`src/rtl/downcounter_jk_pkg.sv`:
```
// Shared definitions for the JK-flip-flop down counter.
// J/K control encodings and the reset-value helper live here.
package downcounter_jk_pkg;

   localparam int unsigned MAX_WIDTH = 16;

   // Encoded as {j, k}.
   typedef enum logic [1:0] {
      JK_HOLD = 2'b00,
      JK_RST  = 2'b01,
      JK_SET  = 2'b10,
      JK_TOG  = 2'b11
   } jk_e;

   // All-ones pattern for a counter of width w, right-aligned in MAX_WIDTH bits.
   function automatic logic [MAX_WIDTH-1:0] ones_val(input int unsigned w);
      logic [MAX_WIDTH-1:0] v;
      v = '0;
      for (int unsigned i = 0; i < MAX_WIDTH; i++) begin
         if (i < w) v[i] = 1'b1;
      end
      return v;
   endfunction

endpackage

```
`src/rtl/jk_ff.sv`:
```
// Single JK flip-flop with asynchronous active-low reset and a
// parameterised reset value.
module jk_ff
   import downcounter_jk_pkg::*;
#(
   parameter logic RST_VAL = 1'b1
) (
   input  logic clk,
   input  logic reset,
   input  logic j,
   input  logic k,
   output logic q
);

   // NOTE: sequential state uses non-blocking assignments so every flop
   // samples its inputs from before the edge.
   always_ff @(posedge clk or negedge reset) begin
      if (!reset) begin
         q <= RST_VAL;
      end else begin
         unique case (jk_e'({j, k}))
            JK_HOLD: q <= q;
            JK_RST:  q <= 1'b0;
            JK_SET:  q <= 1'b1;
            JK_TOG:  q <= ~q;
         endcase
      end
   end

endmodule

```
`src/rtl/downcounter_jk.sv`:
```
// Synchronous binary down counter from WIDTH JK flip-flops, with parallel
// load, count enable, combinational terminal count and a registered wrap pulse.
module downcounter_jk
   import downcounter_jk_pkg::*;
#(
   parameter int unsigned WIDTH = 3
) (
   input  logic             clk,
   input  logic             reset,
   input  logic             en,
   input  logic             load,
   input  logic [WIDTH-1:0] load_val,
   output logic [WIDTH-1:0] Q,
   output logic             tc,
   output logic             wrap
);

   localparam logic [WIDTH-1:0] ALL_ONES = WIDTH'(ones_val(WIDTH));

   logic [WIDTH-1:0] j;
   logic [WIDTH-1:0] k;

   // A stage toggles on a decrement only when every lower bit is 0 (borrow).
   always_comb begin : stage_ctrl
      logic borrow;
      // NOTE: every signal driven here gets a default first so no latch
      // is inferred on the hold path.
      j      = '0;
      k      = '0;
      borrow = 1'b1;
      for (int i = 0; i < int'(WIDTH); i++) begin
         if (load) begin
            j[i] = load_val[i];
            k[i] = ~load_val[i];
         end else if (en) begin
            j[i] = borrow;
            k[i] = borrow;
         end
         borrow = borrow & ~Q[i];
      end
   end

   for (genvar g = 0; g < int'(WIDTH); g++) begin : g_stage
      jk_ff #(
         .RST_VAL(ALL_ONES[g])
      ) u_ff (
         .clk  (clk),
         .reset(reset),
         .j    (j[g]),
         .k    (k[g]),
         .q    (Q[g])
      );
   end

   assign tc = en & (Q == '0);

   always_ff @(posedge clk or negedge reset) begin
      if (!reset) begin
         wrap <= 1'b0;
      end else begin
         wrap <= en & ~load & (Q == '0);
      end
   end

endmodule

```
`config.mk`:
```
export PLATFORM = sky130hd
export DESIGN_NAME = downcounter_jk
export DESIGN_NICKNAME = d
export VERILOG_FILES = /design/src/rtl/downcounter_jk_pkg.sv /design/src/rtl/jk_ff.sv /design/src/rtl/downcounter_jk.sv
export SDC_FILE = /design/constraint.sdc
export NUM_CORES = 1
export LEC_CHECK = 0
export BUFFER_PORTS_ARGS = -buffer_cell sky130_fd_sc_hd__buf_2
export CORE_AREA = 2 2 39 41
export DETAILED_ROUTE_END_ITERATION = 7
export DIE_AREA = 0 0 41 43
export PLACE_DENSITY_LB_ADDON = 0.08
export SYNTH_ARGS = -nofsm -noshare
export SYNTH_HDL_FRONTEND = slang
export SYNTH_SLANG_ARGS = --single-unit
```
`constraint.sdc`:
```
create_clock -name clk -period 2.3 [get_ports clk]
set_input_delay 0.46 -clock clk [delete_from_list [all_inputs] [get_ports clk]]
set_output_delay 0.46 -clock clk [all_outputs]
set_load 0.05 [all_outputs]
```
==> summary by stage, run 1 <==
Yosys
The register bit count reported by yosys is 4. The synthesized netlist occupies a cell area of 209 µm². Counting every instance in the synthesized netlist gives 19. Synthesis instantiated 12 different standard cells from the library.

After Yosys synthesis, XOR and XNOR cells account for 8.38% of the synthesized area. The synthesized-area fraction occupied by ao, oa, aoi and oai cells is 9.58%. After synthesis, the largest family of logic cells by area is simple AND/OR/NAND/NOR gates. The synthesized netlist devotes 0% of its cell area to adder and majority cells.

Ranked by total cell area, the synthesized netlist is headed by dfstp_2, dfrtp_1, buf_4. The per-instance average area after synthesis is 11.0 µm². The post-synthesis simple-gate area fraction is 21.6%. The number of warning messages in the yosys log is 0. In the synthesized netlist, mux cells make up 0% of the area.

The biggest area consumer among synthesized cells is dfstp_2. The share of synthesized area in the top cell type comes to 37.7%. The number of nets in the synthesized netlist is 26. The part of the Yosys area used for sequential elements is 49.7%.

Timing
At the pin with the least slew margin, the transition time is 0.249 ns. The final count of hold timing violations is 0. The setup violation total in the final timing report is 0. The worst hold-check slack is 0.0168 ns. The count of final max-slew check failures is 0. For the final database, setup skew stands at 0.00622 ns. Of the available clock period, the critical path in the final layout requires 79.1%. Timing would allow up to 549 MHz. The headroom to the max-slew limit is 83.5%.

After routing, the total negative slack on setup checks comes to 0 ns. The clock period could shrink to 1.82 ns. Setup repair after global routing left no endpoint under its margin.

CTS
The level count of the clock H-tree is 1. TritonCTS built the clock tree. The clock latency at the later pin of the worst-skew pair is 0.24 ns. Counting the buffers created by CTS gives 3. Hold repair after CTS inserted 0 buffers. Clock tree synthesis selected as its root buffer the cell clkbuf_4.

The clock-pin transition on the worst setup and hold timing paths is 0.04 ns. The number of setup buffers added after CTS is 0. In this run, post-CTS repair resized a total of 0 instances. No sink is reached through more buffers than the 2 on the longest clock path.

Counting every sink on the clock net gives 4.

Floorplan
The die width is 41 µm. The vertical extent of the die is 43 µm. The die footprint is 0.00176 mm². The floorplan step defined a core boundary enclosing 0.00138 mm². The cell row count is 14. Pin placement for this block handled 12 I/O pins. The initial utilization of the core area, before any placement, comes to 15.1%.

Drt
Detailed routing inserted a total of 172 vias. Dividing the detail-routed wire length by the instance count gives 9.02 µm. Once detail routing completed, the nets flagged for antenna violations numbered 0. The routed design has 424 µm of wire. In this run, the number of DRC markers left after iteration 0 of detailed routing was 0. For this run, design rule violations remaining after detail routing come to 0. The first-pass iteration count of the detailed router is 1. The post-detailed-route via-to-cell ratio is 3.66.

Power
The net switching power is 84.8 µW. Across the VDD grid, the largest voltage drop is 0.189 mV. In this run switching power makes up 33.1% of total power. The power share of the sequential group is 36.0%.

In this run, the combinational gates consume 27.0% of the power. The leakage power is 0.000134 µW. Of the total power, the clock network draws 37.1%.

The internal cell power is 171 µW. For this design the ratio of total power to cell area is 890 mW/mm².

Run status
The run finished with clean final reports.

Critical path
The critical path class is register to output pin. The worst setup path is launched from a register. The end point of the critical path is tc. The worst path arrival time is 1.36 ns. The category of the worst setup path capture point is an output pin.

The endpoint required time on the critical path is 1.84 ns. The reg-to-reg endpoint is g_stage[2].u_ff.q. The worst reg-to-reg setup slack is 1.15 ns.

The worst register-to-register path has a depth of 2. In this run the critical register-to-register path is launched from g_stage[0].u_ff.q. In this run the worst path has a maximum fanout of 4. The beginning of the critical path is g_stage[0].u_ff.q.

Layout
The library cell used most frequently in the layout, excluding fill and tap cells, is buf_2. The sequential standard cell area is 104 µm². The post-route netlist has 61.3% of its cells at a drive strength greater than 1.

In the layout the commonest cells are buf_2, clkbuf_4, dfstp_2. The multi-input combinational cell area is 82.6 µm². The final net count is 39. Compared with the post-synthesis result, the final layout area differs by 37.7%. The antenna cell count is 0. The number of fill cells is 166.

Run
The max-cap violation count is 0.

GRT
The wire length of the first global-routing pass is 648 µm. The initial antenna violation count is 0. Entering global routing, the biggest net connects 8 pins. The met3 track demand over resource is 1.57%. The via count of the first global-routing pass is 170. The global routing usage on met1 is 7.14%. The residual overflow from global routing is 0. The layer flagged by global routing as most heavily used is met4.

The overall routing resource usage is 6.45%. For met2 alone, demand over resource in global routing was 6.56%.

Placed design
The HPWL after detailed placement is 358 µm. The count of input and output buffers is 11. Routability-driven placement finished with a final weighted congestion of 0.645.

Min path
The worst min-delay path category is input pin to asynchronous set/reset pin.
[layer usage]
metal	part of all wire, %	wire length [µm]
met5	0	0
met4	0	0
met3	9.7	41
met2	49	207
met1	41	175
[worst max-delay path, cell delays in order, from the launching register on]
cell and delay (ns):
dfstp_2 0.38, or3b_4 0.41, nor2_1 0.09, buf_2 0.26
[sequential cells by signal, indices dropped and copies added (netlist names)]
name / cells
g_stage.u_ff.q: 3
wrap: 1
[Yosys cell counts, drive strengths merged]
cell   n
nand2  2
nor2   1
a221o  1
dfrtp  1
xnor2  2
nor3   1
o21ai  2
or3b   1
buf    3
nor2b  2
dfstp  3
[through the flow]
stage,cells,utilization (%),setup slack (ns),power [µW],instance area (µm²)
finish,47,20.8,0.480,256,288
global route,47,20.8,0.418,276,288
CTS,47,20.8,0.455,264,288
detailed placement,43,18.9,0.538,163,262
global placement,43,18.9,0.541,163,262
floorplan,19,-,0.349,153,209
[cell type report]
type                            instances  share of cell area, %
Clock buffer                            4                   9.13
Multi-Input combinational cell         12                   28.7
Sequential cell                         4                   36.1
Tap cell                               16                   6.96
Timing Repair Buffer                   11                   19.1
[how the worst min path moves through the flow]
| stage | start | end | depth (start not counted) |
|---|---|---|---|
| after floorplan | reset | wrap | 0 |
| after global placement | reset | wrap | 1 |
| after detailed placement | reset | wrap | 1 |
| after CTS | reset | wrap | 1 |
| after global routing | reset | wrap | 1 |
| final | reset | wrap | 1 |
[power groups by stage]
stage | registers, µW | clock network (µW) | logic (µW)
finish | 92.1 | 94.9 | 69.0
global route | 93.6 | 108 | 74.0
CTS | 92.6 | 102 | 70.0
detailed placement | 93.5 | 0 | 70.0
global placement | 93.2 | 0 | 70.0
floorplan | 93.6 | 0 | 59.1
[cell families (layout without fill, tap and decap cells)]
logic type,count (synthesis),after routing
XOR/XNOR,2,2
buffers and inverters,3,15
AND/OR/NAND/NOR,7,7
flip-flops,4,4
AO/OA/AOI/OAI,3,3
Power figures use the tool's default switching activity.
==> inputs of run 2 (changes only) <==
==> constraint.sdc (replaced) <==
create_clock -name clk -period 1.6 [get_ports clk]
set_input_delay 0.32 -clock clk [delete_from_list [all_inputs] [get_ports clk]]
set_output_delay 0.32 -clock clk [all_outputs]
set_load 0.05 [all_outputs]
==> run 2 against run 1 <==
Compared with the run above:
- first-iteration DRC count is 7 higher
- clock power increased by 43%
- critical path depth unchanged
- sequential power is 45% higher
- critical path type unchanged
- largest power group unchanged
==> summary by stage, run 2 (synthesis gave the netlist of run 1 again) <==
Timing
Timing would allow up to 626 MHz. The setup violation total in the final timing report is 0. The maximum clock skew at final layout is 0.00456 ns. The final count of hold timing violations was 0. Setup repair after global routing could not meet its margin everywhere. The count of final max-slew check failures came to 0. In this run the tightest slew margin relative to its limit is 83.4%. The portion of the clock cycle consumed by the worst path in the final layout is 99.8%. The pin slew with the least headroom to its limit is 0.250 ns. The worst path in the final design needs a cycle of 1.60 ns, including I/O delays and setup.

Critical path
The critical path class is register to output pin. The endpoint required time on the critical path is 1.28 ns. The category of the worst setup path capture point is an output pin. STA classifies the critical path startpoint as a register.

Along the worst path, the maximum fanout reaches 3. The worst path arrival time is 1.28 ns.

Drt
The final wirelength is 421 µm. The via count of the routed design is 171. For this run, design rule violations remaining after detail routing come to 0.

The pre-antenna-repair detailed-routing pass consisted of 4 iterations. In this run the remaining antenna-violating nets after routing total 0. Using the TritonRoute via totals, the vias-per-cell ratio works out to 3.56. The per-cell routed wire length is 8.77 µm. The detailed router finished its first iteration with 7 violations.

Layout
Cells fill 22.8% of the core in the end. The top cell types in the final layout, fill and taps aside, are buf_2, clkbuf_4, dfstp_2. The final net count is 40. The share of layout cells above drive strength 1 is 62.5%.

The repair_antennas step left the layout with diodes totalling 0. The finished cells cover 315 µm². The number of fill cells is 162.

Ranked by flip-flop count, first place goes to g_stage.u_ff.q. Leaving out fill and tap cells, the most frequent cell in the layout is buf_2. From synthesis to final layout, the design area changed by 50.9%. The largest registers in the layout are g_stage.u_ff.q x3, wrap x1. The number of flip-flops under the largest register name is 3.

Power
The switching part of the total power is 33.1%. Summed over all cells, the static leakage comes to 0.000140 µW. The worst-case IR drop observed on VDD is 0.261 mV. The relative contribution of the clock network to total power is 35.9%. Internal power comes to 253 µW. Power spread over the standard cell area amounts to 1200 mW/mm². The power share of the sequential group is 35.5%. The part of the total power dissipated in combinational logic is 28.6%. The net switching power is 125 µW.

GRT
The largest net degree at the start of global routing is 8. The first global-routing pass estimated 648 µm of wire. The overall routing resource usage is 6.33%.

For this run the aggregate overflow at the end of global routing stands at 0. The initial antenna violation count is 0. The via count of the first global-routing pass is 174.

CTS
The longest clock path from root to sink contains 2 buffers. The clock latency at the later pin of the worst-skew pair is 0.23 ns. The cell at the root of the clock tree is clkbuf_4. The clock-pin transition on the worst setup and hold timing paths is 0.04 ns. Once the clock tree was built, the setup fixing pass inserted 0 buffers. TritonCTS created 3 clock buffers. In this run the number of H-tree levels came out at 1. TritonCTS built the clock tree. The number of sinks on the clock net is 4.

Placed design
The placed cell area is 264 µm². The count of input and output buffers is 11. At the end of routability-driven placement, the weighted congestion stood at 0.640.

Min path
In this run the worst hold path is classified as input pin to register.

Floorplan
The floorplan has 14 rows. The initial core utilization is 15.1%. The die width is 41 µm. 12 I/O pins were placed.

The die covers 0.00176 mm². The total area inside the core boundary comes to 0.00138 mm². In this run the vertical extent of the chip is 43 µm.

Run status
The flow ran to the end, and the final reports show no timing, DRC or antenna violations.

Run
The max-cap violation count is 0.
==> run 2: cell count changes in the layout (fill, tap and decap cells not counted), sizes merged <==
cell         previous run  this run
dlygate4sd3             0         1
==> run 2: timing repair <==
item                                    in CTS  in global routing
gates resized for setup                      2                  2
pin swaps                                    0                  1
endpoints found under the setup margin       1                  1
endpoints found under the hold margin        1                  0
hold buffers                                 1                  0
==> run 2: worst max-delay path, stage by stage, from the launching register on <==
cell	delay [ns]
dfstp_2	0.37
or3b_4	0.42
nor2_4	0.10
buf_8	0.15
==> run 2: worst paths after layout <==
kind	startpoint	endpoint	slack (ns)	cells past startpoint
max	g_stage[1].u_ff.q	tc	0.004	3
min	load_val[1]	g_stage[1].u_ff.q	0.29	3
max reg2reg	g_stage[1].u_ff.q	g_stage[2].u_ff.q	0.43	2
min reg2reg	g_stage[0].u_ff.q	g_stage[0].u_ff.q	0.58	2
max in group asynchronous	reset	g_stage[1].u_ff.q	0.98	2
min in group asynchronous	reset	wrap	0.42	2
==> run 2: power groups by stage <==
stage	clock network [µW]	logic, µW	registers (µW)
detailed placement	0	101	135
finish	136	108	134
global route	153	116	137
CTS	145	106	134
floorplan	0	85.8	135
global placement	0	101	135
==> run 2: layer usage <==
metal / share of wire (%) / up-vias / track usage [%] / wire length (µm)
met2: 45 / 9 / 6.88 / 188
li1: - / 88 / - / -
met4: 4.5 / 0 / 12.0 / 19
met3: 7.8 / 2 / 0 / 33
met1: 43 / 72 / 7.42 / 181
met5: 0 / - / 0 / 0
==> run 2: layout make-up <==
type / count / area, µm² / area share (%)
well taps: 16 / 20.0 / 6.35
multi-input cells: 12 / 90.1 / 28.6
repair buffers: 12 / 75.1 / 23.8
flip-flops and latches: 4 / 104 / 32.9
clock buffers: 4 / 26.3 / 8.33
==> run 2: per-stage QoR <==
step	instances	setup TNS, ns	hold slack (ns)	setup slack [ns]	total power, µW
after CTS	48	-0.0222	0.283	-0.0222	384
after global placement	43	0	0.124	0.129	236
after floorplan	19	0	0.0244	0.0828	221
final	48	0	0.293	0.00374	378
after detailed placement	43	0	0.126	0.125	236
after global routing	48	-0.0422	0.302	-0.0422	406
